### src/rtl/fp_mul_pipe_if.sv
// fp_mul_pipe_if: operand/result valid-ready bus for fp_mul_pipe.
// master = operand issuer / result consumer side, slave = the multiplier.
interface fp_mul_pipe_if #(
   parameter int unsigned EXP_W = 8,
   parameter int unsigned MAN_W = 23
);
   localparam int unsigned W = 1 + EXP_W + MAN_W;

   logic         in_valid;
   logic         in_ready;
   logic [W-1:0] a;
   logic [W-1:0] b;
   logic         out_valid;
   logic         out_ready;
   logic [W-1:0] f_prod;
   logic         u_flow;
   logic         o_flow;
   logic         invalid;

   modport master (
      output in_valid, a, b, out_ready,
      input  in_ready, out_valid, f_prod, u_flow, o_flow, invalid
   );

   modport slave (
      input  in_valid, a, b, out_ready,
      output in_ready, out_valid, f_prod, u_flow, o_flow, invalid
   );
endinterface

### src/rtl/fp_mul_pipe.sv
// fp_mul_pipe: 3-stage pipelined floating-point multiplier with valid/ready backpressure.
// Rounding is truncation by default; define FP_MUL_ROUND_NEAREST_EN for round-to-nearest-even.
module fp_mul_pipe #(
   parameter int unsigned EXP_W = 8,
   parameter int unsigned MAN_W = 23
) (
   input  logic         clk,
   input  logic         rst,
   fp_mul_pipe_if.slave bus
);
   localparam int unsigned W     = 1 + EXP_W + MAN_W;
   localparam int unsigned SIG_W = MAN_W + 1;
   localparam int unsigned P_W   = 2 * SIG_W;
   localparam int unsigned E_W   = EXP_W + 2;
`ifdef FP_MUL_ROUND_NEAREST_EN
   localparam int unsigned P_T   = P_W;
   localparam int unsigned MC_W  = MAN_W + 1;
`else
   localparam int unsigned P_T   = MAN_W + 2;
`endif
   localparam logic [E_W-1:0] BIAS  = E_W'((2 ** (EXP_W - 1)) - 1);
   localparam logic [E_W-1:0] E_MAX = E_W'((2 ** EXP_W) - 1);
   localparam logic [W-1:0]   QNAN  = {1'b0, {EXP_W{1'b1}}, 1'b1, {(MAN_W-1){1'b0}}};

   logic             w_advance;
   logic [EXP_W-1:0] w_ea, w_eb;
   logic [MAN_W-1:0] w_ma, w_mb;
   logic             w_zero_a, w_zero_b, w_inf_a, w_inf_b, w_nan_a, w_nan_b;
   logic [P_T-1:0]   w_p;
   logic [E_W-1:0]   w_e;

   logic             r_v1, r_v2, r_v3;
   logic             r_sign1, r_inv1, r_inf1, r_zero1;
   logic [P_T-1:0]   r_p1;
   logic [E_W-1:0]   r_e1;
   logic             r_sign2, r_inv2, r_inf2, r_zero2;
   logic [MAN_W-1:0] r_man2;
   logic [E_W-1:0]   r_e2;
   logic [W-1:0]     r_f_prod;
   logic             r_u_flow, r_o_flow, r_invalid;

   logic             w_msb;
   logic [MAN_W-1:0] w_man, w_man_r;
   logic [E_W-1:0]   w_e_n, w_e_r;
`ifdef FP_MUL_ROUND_NEAREST_EN
   logic             w_guard, w_sticky, w_rnd_up, w_carry;
`endif
   logic [W-1:0]     w_f_prod;
   logic             w_u_flow, w_o_flow, w_invalid;

   // Whole pipe moves together; in_ready never looks at in_valid.
   assign w_advance    = ~r_v3 | bus.out_ready;
   assign bus.in_ready = w_advance;

   // S1: unpack, classify, significand product and biased exponent sum
   assign w_ea     = bus.a[W-2 -: EXP_W];
   assign w_eb     = bus.b[W-2 -: EXP_W];
   assign w_ma     = bus.a[MAN_W-1:0];
   assign w_mb     = bus.b[MAN_W-1:0];
   assign w_zero_a = (w_ea == '0);
   assign w_zero_b = (w_eb == '0);
   assign w_inf_a  = (w_ea == '1) && (w_ma == '0);
   assign w_inf_b  = (w_eb == '1) && (w_mb == '0);
   assign w_nan_a  = (w_ea == '1) && (w_ma != '0);
   assign w_nan_b  = (w_eb == '1) && (w_mb != '0);
   // Truncating build keeps only the product bits that can reach the mantissa.
   assign w_p      = P_T'((P_W'({1'b1, w_ma}) * P_W'({1'b1, w_mb})) >> (P_W - P_T));
   assign w_e      = E_W'(w_ea) + E_W'(w_eb) - BIAS;

   // S2: normalise and round
   always_comb begin
      w_msb = r_p1[P_T-1];
      w_man = w_msb ? r_p1[P_T-2 -: MAN_W] : r_p1[P_T-3 -: MAN_W];
      w_e_n = w_msb ? (r_e1 + E_W'(1)) : r_e1;
`ifdef FP_MUL_ROUND_NEAREST_EN
      w_guard  = w_msb ? r_p1[P_T-2-MAN_W] : r_p1[P_T-3-MAN_W];
      w_sticky = w_msb ? (|r_p1[P_T-3-MAN_W:0]) : (|r_p1[P_T-4-MAN_W:0]);
      w_rnd_up = w_guard & (w_sticky | w_man[0]);
      {w_carry, w_man_r} = {1'b0, w_man} + MC_W'(w_rnd_up);
      w_e_r = w_carry ? (w_e_n + E_W'(1)) : w_e_n;
`else
      w_man_r = w_man;
      w_e_r   = w_e_n;
`endif
   end

   // S3: pack with special-value priority
   always_comb begin
      w_f_prod  = {r_sign2, r_e2[EXP_W-1:0], r_man2};
      w_u_flow  = 1'b0;
      w_o_flow  = 1'b0;
      w_invalid = 1'b0;
      if (r_inv2) begin
         w_f_prod  = QNAN;
         w_invalid = 1'b1;
      end else if (r_inf2) begin
         w_f_prod = {r_sign2, {EXP_W{1'b1}}, {MAN_W{1'b0}}};
      end else if (r_zero2) begin
         w_f_prod = {r_sign2, {(W-1){1'b0}}};
      end else if ($signed(r_e2) >= $signed(E_MAX)) begin
         w_f_prod = {r_sign2, {EXP_W{1'b1}}, {MAN_W{1'b0}}};
         w_o_flow = 1'b1;
      end else if ($signed(r_e2) <= $signed(E_W'(0))) begin
         w_f_prod = {r_sign2, {(W-1){1'b0}}};
         w_u_flow = 1'b1;
      end
   end

   // Stage valids and result registers; results only load from a valid S2.
   always_ff @(posedge clk) begin
      if (rst) begin
         r_v1      <= 1'b0;
         r_v2      <= 1'b0;
         r_v3      <= 1'b0;
         r_f_prod  <= '0;
         r_u_flow  <= 1'b0;
         r_o_flow  <= 1'b0;
         r_invalid <= 1'b0;
      end else if (w_advance) begin
         r_v1 <= bus.in_valid;
         r_v2 <= r_v1;
         r_v3 <= r_v2;
         if (r_v2) begin
            r_f_prod  <= w_f_prod;
            r_u_flow  <= w_u_flow;
            r_o_flow  <= w_o_flow;
            r_invalid <= w_invalid;
         end
      end
   end

   // Datapath registers; content of bubble stages is don't-care.
   always_ff @(posedge clk) begin
      if (w_advance) begin
         r_sign1 <= bus.a[W-1] ^ bus.b[W-1];
         r_inv1  <= w_nan_a | w_nan_b | (w_inf_a & w_zero_b) | (w_zero_a & w_inf_b);
         r_inf1  <= w_inf_a | w_inf_b;
         r_zero1 <= w_zero_a | w_zero_b;
         r_p1    <= w_p;
         r_e1    <= w_e;
         r_sign2 <= r_sign1;
         r_inv2  <= r_inv1;
         r_inf2  <= r_inf1;
         r_zero2 <= r_zero1;
         r_man2  <= w_man_r;
         r_e2    <= w_e_r;
      end
   end

   assign bus.out_valid = r_v3;
   assign bus.f_prod    = r_f_prod;
   assign bus.u_flow    = r_u_flow;
   assign bus.o_flow    = r_o_flow;
   assign bus.invalid   = r_invalid;
endmodule

### src/flat_wrapper.sv
// flat-port wrapper written by rule: the top's interface ports become plain ports
module fp_mul_pipe_flat 
#(
   parameter int unsigned EXP_W = 8,
   parameter int unsigned MAN_W = 23
)
  (clk, rst, bus_in_valid, bus_a, bus_b, bus_out_ready, bus_in_ready, bus_out_valid, bus_f_prod, bus_u_flow, bus_o_flow, bus_invalid);
  fp_mul_pipe_if #(.EXP_W(EXP_W), .MAN_W(MAN_W)) bus_i ();
  input  logic clk;
  input  logic rst;
  input wire logic [$bits(bus_i.in_valid)-1:0] bus_in_valid;
  input wire logic [$bits(bus_i.a)-1:0] bus_a;
  input wire logic [$bits(bus_i.b)-1:0] bus_b;
  input wire logic [$bits(bus_i.out_ready)-1:0] bus_out_ready;
  output wire logic [$bits(bus_i.in_ready)-1:0] bus_in_ready;
  output wire logic [$bits(bus_i.out_valid)-1:0] bus_out_valid;
  output wire logic [$bits(bus_i.f_prod)-1:0] bus_f_prod;
  output wire logic [$bits(bus_i.u_flow)-1:0] bus_u_flow;
  output wire logic [$bits(bus_i.o_flow)-1:0] bus_o_flow;
  output wire logic [$bits(bus_i.invalid)-1:0] bus_invalid;
  assign bus_i.in_valid = bus_in_valid;
  assign bus_i.a = bus_a;
  assign bus_i.b = bus_b;
  assign bus_i.out_ready = bus_out_ready;
  assign bus_in_ready = bus_i.in_ready;
  assign bus_out_valid = bus_i.out_valid;
  assign bus_f_prod = bus_i.f_prod;
  assign bus_u_flow = bus_i.u_flow;
  assign bus_o_flow = bus_i.o_flow;
  assign bus_invalid = bus_i.invalid;
  fp_mul_pipe #(.EXP_W(EXP_W), .MAN_W(MAN_W)) u_core (.clk(clk), .rst(rst), .bus(bus_i));
endmodule
### config.mk
export PLATFORM = sky130hd
export DESIGN_NAME = fp_mul_pipe_flat
export DESIGN_NICKNAME = d
export VERILOG_FILES = /design/src/rtl/fp_mul_pipe_if.sv /design/src/rtl/fp_mul_pipe.sv /design/src/flat_wrapper.sv
export SDC_FILE = /design/constraint.sdc
export NUM_CORES = 2
export LEC_CHECK = 0
export ABC_AREA = 1
export CAP_MARGIN = 40
export CORE_ASPECT_RATIO = 1.2
export CORE_MARGIN = 5
export CORE_UTILIZATION = 55
export CTS_CLUSTER_DIAMETER = 50
export DETAILED_ROUTE_END_ITERATION = 8
export PLACE_DENSITY = 0.81
export SETUP_SLACK_MARGIN = 0.1
export SLEW_MARGIN = 20
export SYNTH_ARGS = -nofsm -noshare
export SYNTH_HDL_FRONTEND = slang
export SYNTH_SLANG_ARGS = --single-unit
### constraint.sdc
create_clock -name clk -period 8.5 [get_ports clk]
set_clock_uncertainty 0.2 [all_clocks]
set_input_delay 1.275 -clock clk [delete_from_list [all_inputs] [get_ports clk]]
set_output_delay 1.275 -clock clk [all_outputs]
set_load 0.03 [all_outputs]
==> flow_metrics.env <==
export IMPL_yosys_register_bits=114
export IMPL_final_hold_worst_slack_ns=0.221
export IMPL_postSynthNetCount=3816
export IMPL_final_wirelength_mm=61.3
export IMPL_io_pin_count=105
export IMPL_cell_types_with_the_highest_counts_after_synthesis="sky130_fd_sc_hd__inv_1 (927), sky130_fd_sc_hd__nand2_1 (820), sky130_fd_sc_hd__fa_1 (482)"
export IMPL_ys_seq_area_share_pct=12.5
export IMPL_crit_path_start_kind="input pin"
export IMPL_global_route_peak_usage_layer="met2"
export IMPL_antenna_found_initial=0
export IMPL_yosys_area_share_simple_pct=16.8
export IMPL_drc_errors=0
export IMPL_cts_hold_fix_buffers=0
export IMPL_use_met2_pct=47.1
export IMPL_num_antenna_cells=0
export IMPL_syn_instance_count=3087
export IMPL_worst_ep_required_ns=8.50
export IMPL_period_needed_ns=7.98
export IMPL_area_growth_syn_to_layout_pct=10.7
export IMPL_via_per_inst=5.21
export IMPL_place_congestion=0.973
export IMPL_critPathCaptureType="flop"
export IMPL_placement_rows=84
export IMPL_numCtsBuffers=17
export IMPL_post_synth_top_area_cell="sky130_fd_sc_hd__fa_1"
export IMPL_use_met3_pct=4.60
export IMPL_maxClockFrequency_ghz=0.125
export IMPL_clockBufferDepth=2
export IMPL_layout_nets=3902
export IMPL_clock_root_buffer="sky130_fd_sc_hd__clkbuf_16"
export IMPL_synth_top_family_by_area="adder cells"
export IMPL_core_area_mm2=0.0438
export IMPL_async_s_r_ff_share_synth_pct=0
export IMPL_synth_top_cells_by_area="sky130_fd_sc_hd__fa_1 (40%), sky130_fd_sc_hd__inv_1 (14%), sky130_fd_sc_hd__nand2_1 (13%)"
export IMPL_post_synth_xor_area_fraction_pct=1.43
export IMPL_synth_enable_flop_cells=76
export IMPL_grt_pass1_wl_mm=103
export IMPL_route_antenna_remaining_nets=0
export IMPL_grt_use_met1_pct=31.6
export IMPL_detail_route_iter0_violations=1277
export IMPL_timing_final_hold_violations=0
export IMPL_slew_headroom_pct=47.8
export IMPL_initial_core_util_pct=55.6
export IMPL_tightest_slew_ns=0.780
export IMPL_detailedPlace_worstSlack_ns=0.212
export IMPL_vias_in_the_first_global_route=20906
export IMPL_cts_sink_count=114
export IMPL_cp_arrival_ns=7.98
export IMPL_setup_tns_final_ns=0
export IMPL_via_count=19517
export IMPL_synth_compound_area_share_pct=4.32
export IMPL_netlist_area_leader_share_pct=39.6
export IMPL_floorplan_die_width_um=202
export IMPL_status="finished, final reports clean"
export IMPL_post_drt_wl_per_cell_um=16.4
export IMPL_timing_final_setup_violations=0
export IMPL_cts_max_level=4
export IMPL_synthDistinctLibCells=41
export IMPL_yosys_cell_count_top_type="sky130_fd_sc_hd__inv_1"
export IMPL_overflow=0
export IMPL_final_max_slew_violation_count=0
export IMPL_rsz0062_at_grt="no"
export IMPL_synth_area_mux_share_pct=0
export IMPL_worst_slack_ns=0.522
export IMPL_drtPass1Iterations=5
export IMPL_io_buffers=104
export IMPL_fp_dieH_um=241
export IMPL_design_die_area_mm2=0.0486
export IMPL_clk_latency_ns=0.41
export IMPL_synthesis_yosys_warnings=0
export IMPL_timing_max_cap_violations=0
export IMPL_grt_use_total_pct=26.2
export IMPL_cts_setup_buffers=0
export IMPL_post_route_period_util_pct=93.9
export IMPL_synth_top_flop_cell="sky130_fd_sc_hd__edfxtp_1"
export IMPL_grt_max_degree=43
export IMPL_cts_repair_resize_count=0
export IMPL_timing_setup_critical_path_class="in2reg"
export IMPL_synthAdderAreaFrac_pct=48.8
export IMPL_hold_path_class="reg2reg"
export IMPL_cts_tree="done"
export IMPL_hpwlAfterDp_mm=51.9
export IMPL_layout_cell_share_with_drive_strength_beyond_1_pct=3.92
export IMPL_netlist_area_mm2=0.0244
export IMPL_path_max_fanout=11
export IMPL_clk_pin_slew_ns=0.05
export IMPL_avgSynthCellArea_um2=7.89
sequential cells by signal, summed over array words and instances (netlist names):
register              count
u_core.bus.u_flow         1
u_core.r_man2            23
u_core.r_v1               1
u_core.r_sign1            1
u_core.r_inf2             1
u_core.bus.out_valid      1
u_core.bus.invalid        1
u_core.r_zero1            1
u_core.r_zero2            1
u_core.r_inv2             1
u_core.r_sign2            1
u_core.bus.o_flow         1
u_core.r_v2               1
u_core.bus.f_prod        32
u_core.r_e1              10
u_core.r_inf1             1
u_core.r_inv1             1
u_core.r_e2              10
u_core.r_p1              25
placed cells by master, fill, tap and decap left out, types with 8 or more instances in the layout:
master | synthesis | final
sky130_fd_sc_hd__a21oi_1 | 109 | 109
sky130_fd_sc_hd__buf_12 | 0 | 8
sky130_fd_sc_hd__buf_4 | 0 | 72
sky130_fd_sc_hd__clkbuf_16 | 0 | 19
sky130_fd_sc_hd__clkdlybuf4s50_1 | 0 | 104
sky130_fd_sc_hd__dfxtp_1 | 38 | 38
sky130_fd_sc_hd__edfxtp_1 | 76 | 76
sky130_fd_sc_hd__fa_1 | 482 | 482
sky130_fd_sc_hd__ha_1 | 179 | 179
sky130_fd_sc_hd__inv_1 | 927 | 926
sky130_fd_sc_hd__nand2_1 | 820 | 820
sky130_fd_sc_hd__nand3_1 | 43 | 43
sky130_fd_sc_hd__nand4_1 | 27 | 27
sky130_fd_sc_hd__nor2_1 | 98 | 98
sky130_fd_sc_hd__nor3_1 | 12 | 11
sky130_fd_sc_hd__nor4_1 | 16 | 16
sky130_fd_sc_hd__o21a_1 | 9 | 9
sky130_fd_sc_hd__o21ai_0 | 60 | 60
sky130_fd_sc_hd__xnor2_1 | 16 | 16
sky130_fd_sc_hd__xor2_1 | 20 | 20
worst paths after layout:
kind	end	slack, ns	cells past startpoint	start
setup reg to reg	u_core.bus.f_prod[8]$_SDFFE_PP0P_	6.14	8	u_core.bus.out_valid$_SDFFE_PP0N_
hold reg to reg	u_core.r_inv2$_DFFE_PN_	0.22	0	u_core.r_inv1$_DFFE_PN_
setup / recovery	u_core.r_p1[5]$_DFFE_PN_	0.52	24	bus_a[16]
hold / removal	u_core.r_inv2$_DFFE_PN_	0.22	0	u_core.r_inv1$_DFFE_PN_
metal layers:
layer,routed length (µm),vias up,share of wire (%)
met4,2640,0,4.3
met5,0,-,0
met1,23000,9480,38
met2,31000,815,51
li1,-,9038,-
met3,4650,184,7.6
cell families (layout without fill, tap and decap cells):
group,count (synthesis),in the layout
compound gates,197,197
xor+xnor,38,38
fa+ha+maj,661,661
buf+inv,1048,1147
flops,114,114
simple gates,1029,1029
through the flow:
step | instance area, µm² | cells | utilization, %
final | 27000 | 3745 | 61.5
after global routing | 27000 | 3745 | 61.5
after CTS | 26900 | 3743 | 61.5
after detailed placement | 26400 | 3711 | 60.2
after global placement | 26300 | 3708 | 60.1
after floorplan | 24400 | 3087 | -
final cells by class:
| class | count | area (µm²) |
|---|---|---|
| clock buffer | 25 | 538 |
| clock inverter | 7 | 41.3 |
| fill | 3681 | 16900 |
| inverter | 928 | 3480 |
| multi-input combinational | 1925 | 17400 |
| sequential | 114 | 3040 |
| tap | 559 | 699 |
| timing repair buffer | 187 | 1780 |
worst max-delay path, cell delays in order:
cell and delay, ns:
sky130_fd_sc_hd__clkdlybuf4s50_1 0.93, sky130_fd_sc_hd__buf_4 0.24, sky130_fd_sc_hd__nand2_1 0.06, sky130_fd_sc_hd__inv_1 0.08, sky130_fd_sc_hd__fa_1 0.45, sky130_fd_sc_hd__fa_1 0.53, sky130_fd_sc_hd__inv_1 0.05, sky130_fd_sc_hd__fa_1 0.45
sky130_fd_sc_hd__fa_1 0.51, sky130_fd_sc_hd__inv_1 0.05, sky130_fd_sc_hd__fa_1 0.53, sky130_fd_sc_hd__fa_1 0.51, sky130_fd_sc_hd__inv_1 0.05, sky130_fd_sc_hd__fa_1 0.49, sky130_fd_sc_hd__inv_1 0.04, sky130_fd_sc_hd__ha_1 0.41
sky130_fd_sc_hd__nand2_1 0.16, sky130_fd_sc_hd__nor2_1 0.15, sky130_fd_sc_hd__inv_1 0.08, sky130_fd_sc_hd__nor2_1 0.17, sky130_fd_sc_hd__and3_1 0.21, sky130_fd_sc_hd__nand2_1 0.06, sky130_fd_sc_hd__nand2_1 0.15, sky130_fd_sc_hd__xor2_1 0.31
Power is not shown: default switching activity piles up to over one toggle a cycle in this logic, so the estimate is an artifact.
